$ cat config.mk
export PLATFORM = sky130hd
export DESIGN_NAME = midi_note_rx
export DESIGN_NICKNAME = d
export VERILOG_FILES = /design/src/rtl/midi_note_rx.sv
export SDC_FILE = /design/constraint.sdc
export NUM_CORES = 1
export LEC_CHECK = 0
export CORE_MARGIN = 1.5
export CORE_UTILIZATION = 51
export DETAILED_ROUTE_END_ITERATION = 16
export PLACE_DENSITY = 0.75
export REMOVE_ABC_BUFFERS = 1
export SYNTH_ARGS = -nofsm -noshare
export SYNTH_HDL_FRONTEND = slang
export SYNTH_SLANG_ARGS = --single-unit
$ cat constraint.sdc
create_clock -name clk -period 1.6 [get_ports clk]
set_input_delay 0.32 -clock clk [delete_from_list [all_inputs] [get_ports clk]]
set_output_delay 0.32 -clock clk [all_outputs]
set_load 0.05 [all_outputs]
$ cat src/rtl/midi_note_rx.sv
// MIDI receiver: oversampled UART byte recovery feeding a Note On/Off parser with channel filter.
// Define MIDI_RUNNING_STATUS_EN to keep status after each message so bare data-byte pairs emit more notes.
module midi_note_rx #(
    parameter int BIT_DIV = 128,
    parameter int CHANNEL = 0,
    parameter bit OMNI    = 1'b0
) (
    input  logic       clk,
    input  logic       r,
    input  logic       midi_in,
    output logic       msg_valid,
    output logic       note_on,
    output logic [3:0] chan,
    output logic [6:0] note,
    output logic [6:0] velocity,
    output logic       framing_err
);

    localparam int              CW        = $clog2(BIT_DIV);
    localparam logic [CW-1:0]   HALF_LOAD = CW'(BIT_DIV / 2 - 1);
    localparam logic [CW-1:0]   FULL_LOAD = CW'(BIT_DIV - 1);
    localparam logic [3:0]      CHAN_SEL  = 4'(CHANNEL);

    typedef enum logic [1:0] {RX_IDLE, RX_START, RX_DATA, RX_STOP} rxState_e;
    typedef enum logic [1:0] {P_WAIT_STATUS, P_WAIT_D1, P_WAIT_D2} parseState_e;

    rxState_e    rxState_q, rxState_d;
    logic [CW-1:0] bitCnt_q, bitCnt_d;
    logic [2:0]  bitIdx_q, bitIdx_d;
    logic [7:0]  shift_q, shift_d;
    logic        sync1_q, rx_q, rxPrev_q;
    logic        framingErr_q;
    logic        byteValid, stopBad;

    parseState_e parseState_q, parseState_d;
    logic        statusOn_q, statusOn_d;
    logic [3:0]  chanLatch_q, chanLatch_d;
    logic [6:0]  noteLatch_q, noteLatch_d;
    logic        msgValid_q, noteOn_q;
    logic [3:0]  chan_q;
    logic [6:0]  note_q, velocity_q;
    logic        emit, emitNoteOn;
    logic        isRealtime, isNoteStatus, chanMatch;

    // Receiver state register; rx_q is the second synchroniser stage, rxPrev_q its history for edge detection.
    always_ff @(posedge clk) begin
        if (r) begin
            rxState_q    <= RX_IDLE;
            bitCnt_q     <= '0;
            bitIdx_q     <= '0;
            shift_q      <= '0;
            sync1_q      <= 1'b1;
            rx_q         <= 1'b1;
            rxPrev_q     <= 1'b1;
            framingErr_q <= 1'b0;
        end else begin
            rxState_q    <= rxState_d;
            bitCnt_q     <= bitCnt_d;
            bitIdx_q     <= bitIdx_d;
            shift_q      <= shift_d;
            sync1_q      <= midi_in;
            rx_q         <= sync1_q;
            rxPrev_q     <= rx_q;
            framingErr_q <= stopBad;
        end
    end

    always_comb begin
        rxState_d = rxState_q;
        bitCnt_d  = bitCnt_q;
        bitIdx_d  = bitIdx_q;
        shift_d   = shift_q;
        case (rxState_q)
            RX_IDLE: begin
                if (rxPrev_q && !rx_q) begin
                    rxState_d = RX_START;
                    bitCnt_d  = HALF_LOAD;
                end
            end
            RX_START: begin
                if (bitCnt_q == '0) begin
                    if (rx_q) begin
                        rxState_d = RX_IDLE;
                    end else begin
                        rxState_d = RX_DATA;
                        bitCnt_d  = FULL_LOAD;
                        bitIdx_d  = '0;
                    end
                end else begin
                    bitCnt_d = bitCnt_q - 1'b1;
                end
            end
            RX_DATA: begin
                if (bitCnt_q == '0) begin
                    // LSB arrives first, so shift in from the top.
                    shift_d  = {rx_q, shift_q[7:1]};
                    bitCnt_d = FULL_LOAD;
                    bitIdx_d = bitIdx_q + 1'b1;
                    if (bitIdx_q == 3'd7) begin
                        rxState_d = RX_STOP;
                    end
                end else begin
                    bitCnt_d = bitCnt_q - 1'b1;
                end
            end
            RX_STOP: begin
                if (bitCnt_q == '0) begin
                    rxState_d = RX_IDLE;
                end else begin
                    bitCnt_d = bitCnt_q - 1'b1;
                end
            end
            default: rxState_d = RX_IDLE;
        endcase
    end

    always_comb begin
        byteValid = 1'b0;
        stopBad   = 1'b0;
        if (rxState_q == RX_STOP && bitCnt_q == '0) begin
            byteValid = rx_q;
            stopBad   = !rx_q;
        end
    end

    // Parser and output registers; the message fields only move on an emit.
    always_ff @(posedge clk) begin
        if (r) begin
            parseState_q <= P_WAIT_STATUS;
            statusOn_q   <= 1'b0;
            chanLatch_q  <= '0;
            noteLatch_q  <= '0;
            msgValid_q   <= 1'b0;
            noteOn_q     <= 1'b0;
            chan_q       <= '0;
            note_q       <= '0;
            velocity_q   <= '0;
        end else begin
            parseState_q <= parseState_d;
            statusOn_q   <= statusOn_d;
            chanLatch_q  <= chanLatch_d;
            noteLatch_q  <= noteLatch_d;
            msgValid_q   <= emit;
            if (emit) begin
                noteOn_q   <= emitNoteOn;
                chan_q     <= chanLatch_q;
                note_q     <= noteLatch_q;
                velocity_q <= shift_q[6:0];
            end
        end
    end

    always_comb begin
        isRealtime   = (shift_q[7:3] == 5'b11111);
        isNoteStatus = (shift_q[7:5] == 3'b100);
        chanMatch    = OMNI || (shift_q[3:0] == CHAN_SEL);
    end

    always_comb begin
        parseState_d = parseState_q;
        statusOn_d   = statusOn_q;
        chanLatch_d  = chanLatch_q;
        noteLatch_d  = noteLatch_q;
        if (byteValid) begin
            if (shift_q[7]) begin
                if (isRealtime) begin
                    parseState_d = parseState_q;
                end else if (isNoteStatus && chanMatch) begin
                    parseState_d = P_WAIT_D1;
                    statusOn_d   = shift_q[4];
                    chanLatch_d  = shift_q[3:0];
                end else begin
                    parseState_d = P_WAIT_STATUS;
                    statusOn_d   = 1'b0;
                    chanLatch_d  = '0;
                end
            end else begin
                case (parseState_q)
                    P_WAIT_D1: begin
                        noteLatch_d  = shift_q[6:0];
                        parseState_d = P_WAIT_D2;
                    end
                    P_WAIT_D2: begin
`ifdef MIDI_RUNNING_STATUS_EN
                        parseState_d = P_WAIT_D1;
`else
                        parseState_d = P_WAIT_STATUS;
                        statusOn_d   = 1'b0;
                        chanLatch_d  = '0;
`endif
                    end
                    default: parseState_d = parseState_q;
                endcase
            end
        end
    end

    always_comb begin
        emit       = byteValid && !shift_q[7] && (parseState_q == P_WAIT_D2);
        emitNoteOn = statusOn_q && (shift_q[6:0] != 7'd0);
    end

    assign msg_valid   = msgValid_q;
    assign note_on     = noteOn_q;
    assign chan        = chan_q;
    assign note        = note_q;
    assign velocity    = velocity_q;
    assign framing_err = framingErr_q;

endmodule

==> impl_metrics.toml <==
[setup_path]
required_ns = 1.84
max_stage_delay_ns = 0.43
cp.arrival_ns = 1.96
crit_fanout = 11
worstSetupEndpointType = "flip-flop"
worstPathCellList = "buf_4 -> nor4_2 -> buf_4 -> a21oi_1 -> or4_4 -> o211a_1"
critical_path_class = "flip-flop to flip-flop"
cp-start-kind = "flip-flop"
crit_slowest_cell = "or4_4"
cpMostUsedCell = "buf_4"

[synth]
synth_top_area_cell = "dfxtp_1"
post_synth_main_area_contributors = "dfxtp_1 (46%), mux2i_1 (13%), nor2_1 (6.0%)"
ys_seq_elements = 58
netlist_area_um2 = 2500
ys_top_cells_by_count = "dfxtp_1 (58), nor2_1 (40), mux2i_1 (33), inv_1 (12), ha_1 (9)"
ys.flop_type = "dfxtp_1"
ys_types = 42
yosysSeqAreaShare = 0.465
async_reset_ff_frac = 0
synth_edf_count = 0
synth_area_per_cell_um2 = 9.84
synth_cells = 254
synth_warnings = 0
synth_top_area_frac = 0.465
post-synth-top-count-cell = "dfxtp_1"

[detailed_routing]
drc = 0
viasPerCell = 5.41
vias = 2100
drt_wl_total_um = 5800
dr.first_iter.drc_count = 118
wire_per_inst_um = 14.9
ant_nets = 0
first_pass_iters = 4

[status]
violations = "setup timing"
outcome = "complete, but fails checks"

[floorplanning]
die_height_um = 73.0
die_w_um = 73.0
core-area_um2 = 4720
io_pins = 24
initial_utilization = 0.529
dieArea_um2 = 5330
rows = 25

[clock_network]
cts.sinks = 58
cts_root_buf = "clkbuf_8"
cts.clk_slew.worst_paths_ns = 0.07
cts_tree = "done"
numCtsBuffers = 9
clk_latency_ns = 0.35
cts.path.max_buffers = 2
htreeDepth = 3

[grt]
grt_max_degree = 22
antenna_found_initial = 0
grt_pass1_vias = 1901
track_usage = 0.224
globalRouteOverflowTotal = 0
grt_pass1_wl_um = 9060

[cells_and_area]
design_area_um2 = 3480
fillers = 313
multiInputGateArea_um2 = 1510
seqCellArea_um2 = 1170
layout-drive-gt1-share = 0.386
diodes = 0
areaGrowthSynthToFinish_pct = 39.4
fin_util = 0.737
fin_nets = 329

[sta]
hold_violations = 0
drv_slew = 0
worst_slew_pin_slew_ns = 0.375
rsz0062_at_grt = "true"
fin_skew_ns = 0.0129
relSlewSlack = 0.750
fmax_ghz = 0.581
setup_ws_ns = -0.120
finalSetupTns_ns = -0.904
post-route-period-util = 1.07
period_minus_slack_ns = 1.72
setup_violations = 16

[power_and_ir_drop]
switching_share = 0.297
irDropWorstVdd_uv = 612
comb_power_share = 0.262
powerDensity_nw_per_um2 = 1100
power.switching_mw = 1.13
internal-power_mw = 2.68
clock_power_share = 0.335
p_leak_nw = 1.56
seq_power_share = 0.403

[place]
gp_congestion = 0.827
place.port_buffers = 23
hpwl_um = 3470
post-place-ws_ns = -0.336
dpl_cell_area_um2 = 2950

[flow_run]
max-cap-violations = 0

[worst_hold_path]
hold_path_class = "primary input to flip-flop"
[power groups by stage]
stage          logic, mW  registers [mW]  clock network [mW]
2_1_floorplan      0.393            1.55                   0
3_5_place_dp       0.695            1.55                   0
5_1_grt             1.07            1.54                1.35
6_report            1.00            1.54                1.28
4_1_cts            0.855            1.54                1.29
3_3_place_gp       0.687            1.55                   0
[routing by layer]
layer,GRT usage,vias up,share of wire
met5,0,-,0
met3,0.0483,13,0.034
met2,0.343,45,0.48
met1,0.297,1012,0.47
met4,0.117,0,0.021
li1,-,1030,-
[kinds of logic (layout without fill, tap and decap cells)]
| logic type | Yosys count | after routing | share of synthesized area |
|---|---|---|---|
| AND/OR/NAND/NOR | 88 | 88 | 0.177 |
| flip-flops | 58 | 58 | 0.465 |
| AO/OA/AOI/OAI | 44 | 44 | 0.146 |
| multiplexers | 33 | 33 | 0.132 |
| buffers and inverters | 22 | 89 | 0.0351 |
| adder cells (fa/ha/maj) | 9 | 9 | 0.0451 |
[cell usage in the layout, fill, tap and decap left out, drive strengths merged, types with 3 or more instances in the layout]
cell / instances
and3: 5
and2: 6
a32oi: 3
ha: 9
o311ai: 3
buf: 61
clkbuf: 9
nor2: 41
mux2i: 33
nand2: 8
dfxtp: 58
o21ai: 3
clkinv: 5
inv: 12
a21oi: 8
nor3b: 3
or2: 3
o31ai: 5
a221oi: 4
nand3: 7
a21o: 7
[registers in the layout, summed over array words and instances, names as in the netlist, 2 cells and up, named ones only]
name,cells
shift_q,8
bitCnt_q,7
noteLatch_q,7
note,7
velocity,7
chanLatch_q,4
chan,4
bitIdx_q,3
parseState_q,2
[area by class of cell]
class,count,share of cell area
Tap cell,67,0.0241
Clock buffer,9,0.0356
Timing Repair Buffer,62,0.139
Clock inverter,6,0.0169
Multi-Input combinational cell,174,0.433
Inverter,12,0.0144
Sequential cell,58,0.336
[worst paths after layout]
| check | startpoint | end | slack, ns | cells after the start |
|---|---|---|---|---|
| max | bitCnt_q[2] | rxState_q[0] | -0.12 | 6 |
| min | r | msg_valid | 0.28 | 2 |
| min reg2reg | sync1_q | rx_q | 0.42 | 1 |
| max reg2reg | bitCnt_q[2] | rxState_q[0] | -0.12 | 6 |
[worst max-delay path: cells and delay by family (launching register included)]
kind	cells	cell delay (ns)
and+or+nand+nor	2	0.68
buffers and inverters	2	0.35
DFF	1	0.33
AOI/OAI and AO/OA	2	0.25
[through the flow]
step | hold slack [ns] | cells | total power [mW]
after floorplan | 0.386 | 244 | 1.94
after global placement | 0.392 | 364 | 2.24
after detailed placement | 0.396 | 364 | 2.25
after CTS | 0.263 | 384 | 3.68
after global routing | 0.299 | 388 | 3.96
final | 0.276 | 388 | 3.81
[repair_timing]
item | 4_1_cts | 5_1_grt
cloned | 0 | 0
gates resized for setup | 33 | 23
buffers inserted | 5 | 4
setup endpoints to repair | 53 | 52
hold buffers | 0 | 0
pin swaps | 3 | 11
Note: power is estimated with default switching activity, not from simulation.
